### src/rtl/ram_port_arbiter.sv
// -----------------------------------------------------------------------------
// ram_port_arbiter
//   Shares one single-port write-first block RAM between two requesters.
//   Port A is the high-priority side (scan-out reads); port B is the
//   low-priority side (renderer/CPU read-write). Fixed priority with a
//   starvation counter that forces a B grant after MAX_WAIT lost conflicts.
//   The RAM's registered read data is routed back to whichever port issued
//   the read, exactly one cycle after the transfer.
//
// Optional feature macro: ARB_LOCK_EN
//   When defined, adds a_lock_i/b_lock_i and a lock FSM (UNLOCKED, LOCK_A,
//   LOCK_B) that lets a granted port hold the RAM for a burst.
//
// Ports
//   clk_i            rising-edge clock
//   reset_i          synchronous, active-high reset
//   x_valid_i        request present            (x = a | b)
//   x_ready_o        request accepted this cycle (combinational grant)
//   x_we_i           write (1) / read (0)
//   x_addr_i         request address
//   x_wdata_i        request write data
//   x_rsp_valid_o    read data valid, one cycle after a read transfer
//   x_rsp_data_o     read data, 0 when not the response owner
//   x_lock_i         burst lock (ARB_LOCK_EN only)
//   ram_en_o         RAM enable
//   ram_we_o         RAM write enable
//   ram_addr_o       RAM address
//   ram_di_o         RAM write data
//   ram_dout_i       RAM read data, registered inside the RAM
// -----------------------------------------------------------------------------
module ram_port_arbiter #(
  parameter int unsigned ADDR_WIDTH = 8,
  parameter int unsigned DATA_WIDTH = 8,
  parameter int unsigned MAX_WAIT   = 4,
  parameter int unsigned CNT_WIDTH  = 3
) (
  input  logic                  clk_i,
  input  logic                  reset_i,

  input  logic                  a_valid_i,
  output logic                  a_ready_o,
  input  logic                  a_we_i,
  input  logic [ADDR_WIDTH-1:0] a_addr_i,
  input  logic [DATA_WIDTH-1:0] a_wdata_i,
  output logic                  a_rsp_valid_o,
  output logic [DATA_WIDTH-1:0] a_rsp_data_o,

  input  logic                  b_valid_i,
  output logic                  b_ready_o,
  input  logic                  b_we_i,
  input  logic [ADDR_WIDTH-1:0] b_addr_i,
  input  logic [DATA_WIDTH-1:0] b_wdata_i,
  output logic                  b_rsp_valid_o,
  output logic [DATA_WIDTH-1:0] b_rsp_data_o,

`ifdef ARB_LOCK_EN
  input  logic                  a_lock_i,
  input  logic                  b_lock_i,
`endif

  output logic                  ram_en_o,
  output logic                  ram_we_o,
  output logic [ADDR_WIDTH-1:0] ram_addr_o,
  output logic [DATA_WIDTH-1:0] ram_di_o,
  input  logic [DATA_WIDTH-1:0] ram_dout_i
);

  // Response owner encoding
  localparam logic [1:0] OWN_NONE = 2'd0;
  localparam logic [1:0] OWN_A    = 2'd1;
  localparam logic [1:0] OWN_B    = 2'd2;

  localparam logic [CNT_WIDTH-1:0] WAIT_MAX = CNT_WIDTH'(MAX_WAIT);

  logic [CNT_WIDTH-1:0] wait_cnt_q, wait_cnt_d;
  logic [1:0]           rsp_owner_q, rsp_owner_d;
  logic                 grant_a, grant_b;
  logic                 starved;
  logic                 hold_a, hold_b;

  assign starved = (wait_cnt_q == WAIT_MAX);

`ifdef ARB_LOCK_EN
  // Lock FSM states
  localparam logic [1:0] ST_UNLOCKED = 2'd0;
  localparam logic [1:0] ST_LOCK_A   = 2'd1;
  localparam logic [1:0] ST_LOCK_B   = 2'd2;

  logic [1:0] state_q, state_d;

  // A lock is only in force while its owner keeps x_lock high; the cycle the
  // lock drops is arbitrated as if unlocked.
  assign hold_a = (state_q == ST_LOCK_A) && a_lock_i;
  assign hold_b = (state_q == ST_LOCK_B) && b_lock_i;

  // Lock state register
  always_ff @(posedge clk_i) begin
    if (reset_i) begin
      state_q <= ST_UNLOCKED;
    end else begin
      state_q <= state_d;
    end
  end

  // Lock next-state: a lock in force persists; otherwise a locked grant
  // enters the matching lock state and anything else returns to UNLOCKED.
  always_comb begin
    state_d = state_q;
    if (hold_a || hold_b) begin
      state_d = state_q;
    end else if (grant_a && a_lock_i) begin
      state_d = ST_LOCK_A;
    end else if (grant_b && b_lock_i) begin
      state_d = ST_LOCK_B;
    end else begin
      state_d = ST_UNLOCKED;
    end
  end
`else
  assign hold_a = 1'b0;
  assign hold_b = 1'b0;
`endif

  // Grant: lock holder first, then fixed priority with starvation override.
  always_comb begin
    grant_a = 1'b0;
    grant_b = 1'b0;
    if (!reset_i) begin
      if (hold_a) begin
        grant_a = a_valid_i;
      end else if (hold_b) begin
        grant_b = b_valid_i;
      end else if (a_valid_i && b_valid_i) begin
        if (starved) begin
          grant_b = 1'b1;
        end else begin
          grant_a = 1'b1;
        end
      end else begin
        grant_a = a_valid_i;
        grant_b = b_valid_i;
      end
    end
  end

  // Starvation counter: counts B's lost cycles, saturating at MAX_WAIT.
  always_comb begin
    wait_cnt_d = '0;
    if (b_valid_i && !grant_b) begin
      if (wait_cnt_q >= WAIT_MAX) begin
        wait_cnt_d = WAIT_MAX;
      end else begin
        wait_cnt_d = wait_cnt_q + CNT_WIDTH'(1);
      end
    end
  end

  // Response owner for the read issued this cycle.
  always_comb begin
    rsp_owner_d = OWN_NONE;
    if (grant_a && !a_we_i) begin
      rsp_owner_d = OWN_A;
    end else if (grant_b && !b_we_i) begin
      rsp_owner_d = OWN_B;
    end
  end

  // Arbiter state registers
  always_ff @(posedge clk_i) begin
    if (reset_i) begin
      wait_cnt_q  <= '0;
      rsp_owner_q <= OWN_NONE;
    end else begin
      wait_cnt_q  <= wait_cnt_d;
      rsp_owner_q <= rsp_owner_d;
    end
  end

  // RAM request mux; idle cycles drive zeros.
  always_comb begin
    ram_en_o   = 1'b0;
    ram_we_o   = 1'b0;
    ram_addr_o = '0;
    ram_di_o   = '0;
    if (grant_a) begin
      ram_en_o   = 1'b1;
      ram_we_o   = a_we_i;
      ram_addr_o = a_addr_i;
      ram_di_o   = a_wdata_i;
    end else if (grant_b) begin
      ram_en_o   = 1'b1;
      ram_we_o   = b_we_i;
      ram_addr_o = b_addr_i;
      ram_di_o   = b_wdata_i;
    end
  end

  assign a_ready_o = grant_a;
  assign b_ready_o = grant_b;

  // Read data return; suppressed while reset is high.
  assign a_rsp_valid_o = !reset_i && (rsp_owner_q == OWN_A);
  assign b_rsp_valid_o = !reset_i && (rsp_owner_q == OWN_B);
  assign a_rsp_data_o  = a_rsp_valid_o ? ram_dout_i : '0;
  assign b_rsp_data_o  = b_rsp_valid_o ? ram_dout_i : '0;

endmodule

### config.mk
export PLATFORM = sky130hd
export DESIGN_NAME = ram_port_arbiter
export DESIGN_NICKNAME = d
export VERILOG_FILES = /design/src/rtl/ram_port_arbiter.sv
export SDC_FILE = /design/constraint.sdc
export NUM_CORES = 1
export LEC_CHECK = 0
export ABC_AREA = 0
export BUFFER_PORTS_ARGS = -buffer_cell sky130_fd_sc_hd__buf_2
export CAP_MARGIN = 10
export CORE_UTILIZATION = 30
export CTS_CLUSTER_SIZE = 12
export DETAILED_ROUTE_END_ITERATION = 10
export PLACE_DENSITY = 0.82
export REMOVE_ABC_BUFFERS = 1
export SLEW_MARGIN = 25
export SYNTH_ARGS = -nofsm -noshare
export SYNTH_HDL_FRONTEND = slang
export SYNTH_SLANG_ARGS = --single-unit
### constraint.sdc
create_clock -name clk_i -period 3.5 [get_ports clk_i]
set_clock_uncertainty 0.2 [all_clocks]
set_input_delay 0.175 -clock clk_i [delete_from_list [all_inputs] [get_ports clk_i]]
set_output_delay 0.175 -clock clk_i [all_outputs]
set_load 0.005 [all_outputs]
==> out/metrics.yaml <==
floorplan:
  start_util: 0.336
  coreArea_um2: 1580
  row_count: 14
  die_x_um: 44
  die_area_um2: 1940
  die_y_um: 44
  io_pins: 84
synth:
  ys_warn_count: 0
  ys_types: 20
  postSynthAreaPerCell_um2: 8.54
  yosysTopAreaCellShare: 0.265
  netlist_instances: 62
  synth-seq-area-share: 0.189
  synth.largest_area_cell: "a22o_1"
  ys_top_cells_by_area: "a22o_1, and2_1, dfxtp_1, ha_1, buf_6"
  synth_area_um2: 529
  ys_ff_latch: 5
power:
  p_leak_nw: 0.600
  ir_worst_vdd_mv: 0.153
  p_per_area_nw_per_um2: 205
layout:
  drive_gt1_frac: 0.592
  nFillCells: 142
  diodes: 0
  areaGrowthSynthToFinish_pct: 83.9
  fin_nets: 196
sta:
  hold_viol: 0
  fmax_mhz: 441
  final.setup.tns_ns: 0
  hold_slack_ns: 0.0133
  period_share: 0.648
  drv_slew: 0
  rsz0062_at_grt: "no"
  setup_violations: 0
  min_period_ns: 2.27
  slew_headroom: 0.540
  tightest_slew_ns: 0.688
clock_network:
  clkSlewWorstSetupHoldPaths_ns: 0.05
  post-cts-setup-buffers: 0
  cts.sinks: 5
  cts_resized: 0
  ctsHoldBuffers: 1
  cts_tree: "yes"
  cts_buffer_depth: 2
  insertion_delay_ns: 0.25
  cts_made_buffers: 3
  h-tree-depth: 1
  root_buffer: "clkbuf_4"
setup_path:
  reg2reg_depth: 5
  r2r_setup_slack_ns: 1.76
  path_buf_inv: 2
  critPathLaunchType: "flop"
  critPathLaunch: "wait_cnt_q[0]"
  r2r_end: "rsp_owner_q[0]"
  worst_path_max_delay_cell: "and3b_1"
  crit_path_cell_trace: "inv_1, ha_1, nand3_1, and3b_1, a22o_1, buf_2"
  r2r-start: "wait_cnt_q[0]"
  setup.worst_path.class: "flop to primary output"
  arrival_ns: 1.89
  critPathMaxStageDelay_ns: 0.56
  cpLargestDelayFamily: "simple AND/OR/NAND/NOR gates"
  critPathMaxFanout: 18
  required_ns: 3.12
  endpoint_kind: "primary output"
  crit_cells: 6
status:
  status: "complete, but fails checks"
  violations: "design-rule violations"
placement:
  port_buffers: 83
  gp_congestion: 0.772
  dp_hpwl_um: 1410
global_route:
  grt_overflow: 0
  grt.total_usage: 0.175
  grt_max_degree: 19
  grt_pass1_vias: 725
  grt_pass1_wl_um: 2550
  antenna_found_initial: 0
hold_path:
  min_from: "b_we_i"
  worstHoldEndpoint: "rsp_owner_q[1]"
  holdPathStages: 2
  min_path_type: "input port to flop"
detailed_routing:
  drt-total-wl_um: 1750
  drc: 7
  vias: 818
  ant_nets: 0
  drt_iter0_markers: 26
  wl_per_cell_um: 10.7
  first_pass_iters: 8
  vias_per_cell: 5.02
flow_run:
  drv_cap: 0
-- cell families after synthesis --
family	count (synthesis)	synth area share
buffers and inverters	5	0.0662
AOI/OAI and AO/OA	19	0.303
and+or+nand+nor	31	0.395
adders and majority gates	2	0.0473
DFF	5	0.189
-- layout make-up --
cell class	count	area (µm²)	area share
repair buffers	84	425	0.437
multi-input cells	52	394	0.405
flip-flops and latches	5	100	0.103
clock buffers	4	26.3	0.0270
well taps	16	20.0	0.0206
inverters	2	7.51	0.00771
-- report_power, final --
part           internal (mW)  leakage (nW)  switching [mW]  total, mW
Combinational         0.0426         0.544          0.0290     0.0715
Sequential            0.0585        0.0407        0.000716     0.0593
Clock                 0.0432        0.0150          0.0259     0.0691
-- metrics by stage --
step	total power, mW	util	instances	cell area (µm²)	worst slack (ns)
2_1_floorplan	0.0864	-	59	502	1.79
3_3_place_gp	0.129	0.594	158	937	1.59
3_5_place_dp	0.131	0.594	158	937	1.51
4_1_cts	0.203	0.617	163	973	1.23
5_1_grt	0.214	0.617	163	973	1.09
6_report	0.200	0.617	163	973	1.23
-- synthesized netlist by cell type --
cell type	instances
and2b_1	1
buf_2	1
nand3_1	1
a21boi_1	1
o21ai_0	1
nor3b_4	1
and2_1	16
a211oi_1	1
nor2b_1	1
inv_1	2
nor2_1	3
nor3b_1	3
nor3_1	1
nand3b_1	2
a22o_1	16
buf_6	2
ha_1	2
dfxtp_1	5
nand4b_1	1
and3b_1	1
-- state kept, by name, indices dropped and copies added, names as in the netlist --
signal / cells
wait_cnt_q: 3
rsp_owner_q: 2
-- worst register-to-register path: cells and delay by family (launching register included) --
kind / cells / cell delay [ns]
fa+ha+maj: 1 / 0.22
buf+inv: 1 / 0.05
flops: 1 / 0.35
simple gates: 3 / 0.87
-- cell usage in the layout, fill, tap and decap left out --
cell type and n:
clkbuf_4 3, nand3b_1 2, inv_1 2, nor2_1 3, ha_1 2, nor3b_1 3
a22o_1 16, dfxtp_1 5, nor3b_4 1, dlygate4sd3_1 1, nand3_1 1, nand4b_1 1
and2b_1 1, buf_2 83, clkbuf_1 1, a211oi_1 1, o21ai_0 1, and3b_1 1
nor2b_1 1, and2_1 16, a21boi_1 1, nor3_1 1
-- routing by layer --
metal,vias to the layer above,share of wire,global-route usage
met3,2,0.13,0.0583
li1,402,-,-
met1,345,0.34,0.152
met5,-,0,0
met4,0,0.0080,0.0727
met2,69,0.52,0.353
-- worst max path at each step --
| stage | endpoint |
|---|---|
| floorplan | ram_addr_o[0] |
| global route | ram_addr_o[5] |
| finish | ram_addr_o[6] |
| CTS | ram_addr_o[6] |
| global placement | ram_addr_o[6] |
| detailed placement | ram_addr_o[6] |
No activity file was read; power rests on OpenSTA's default activity.
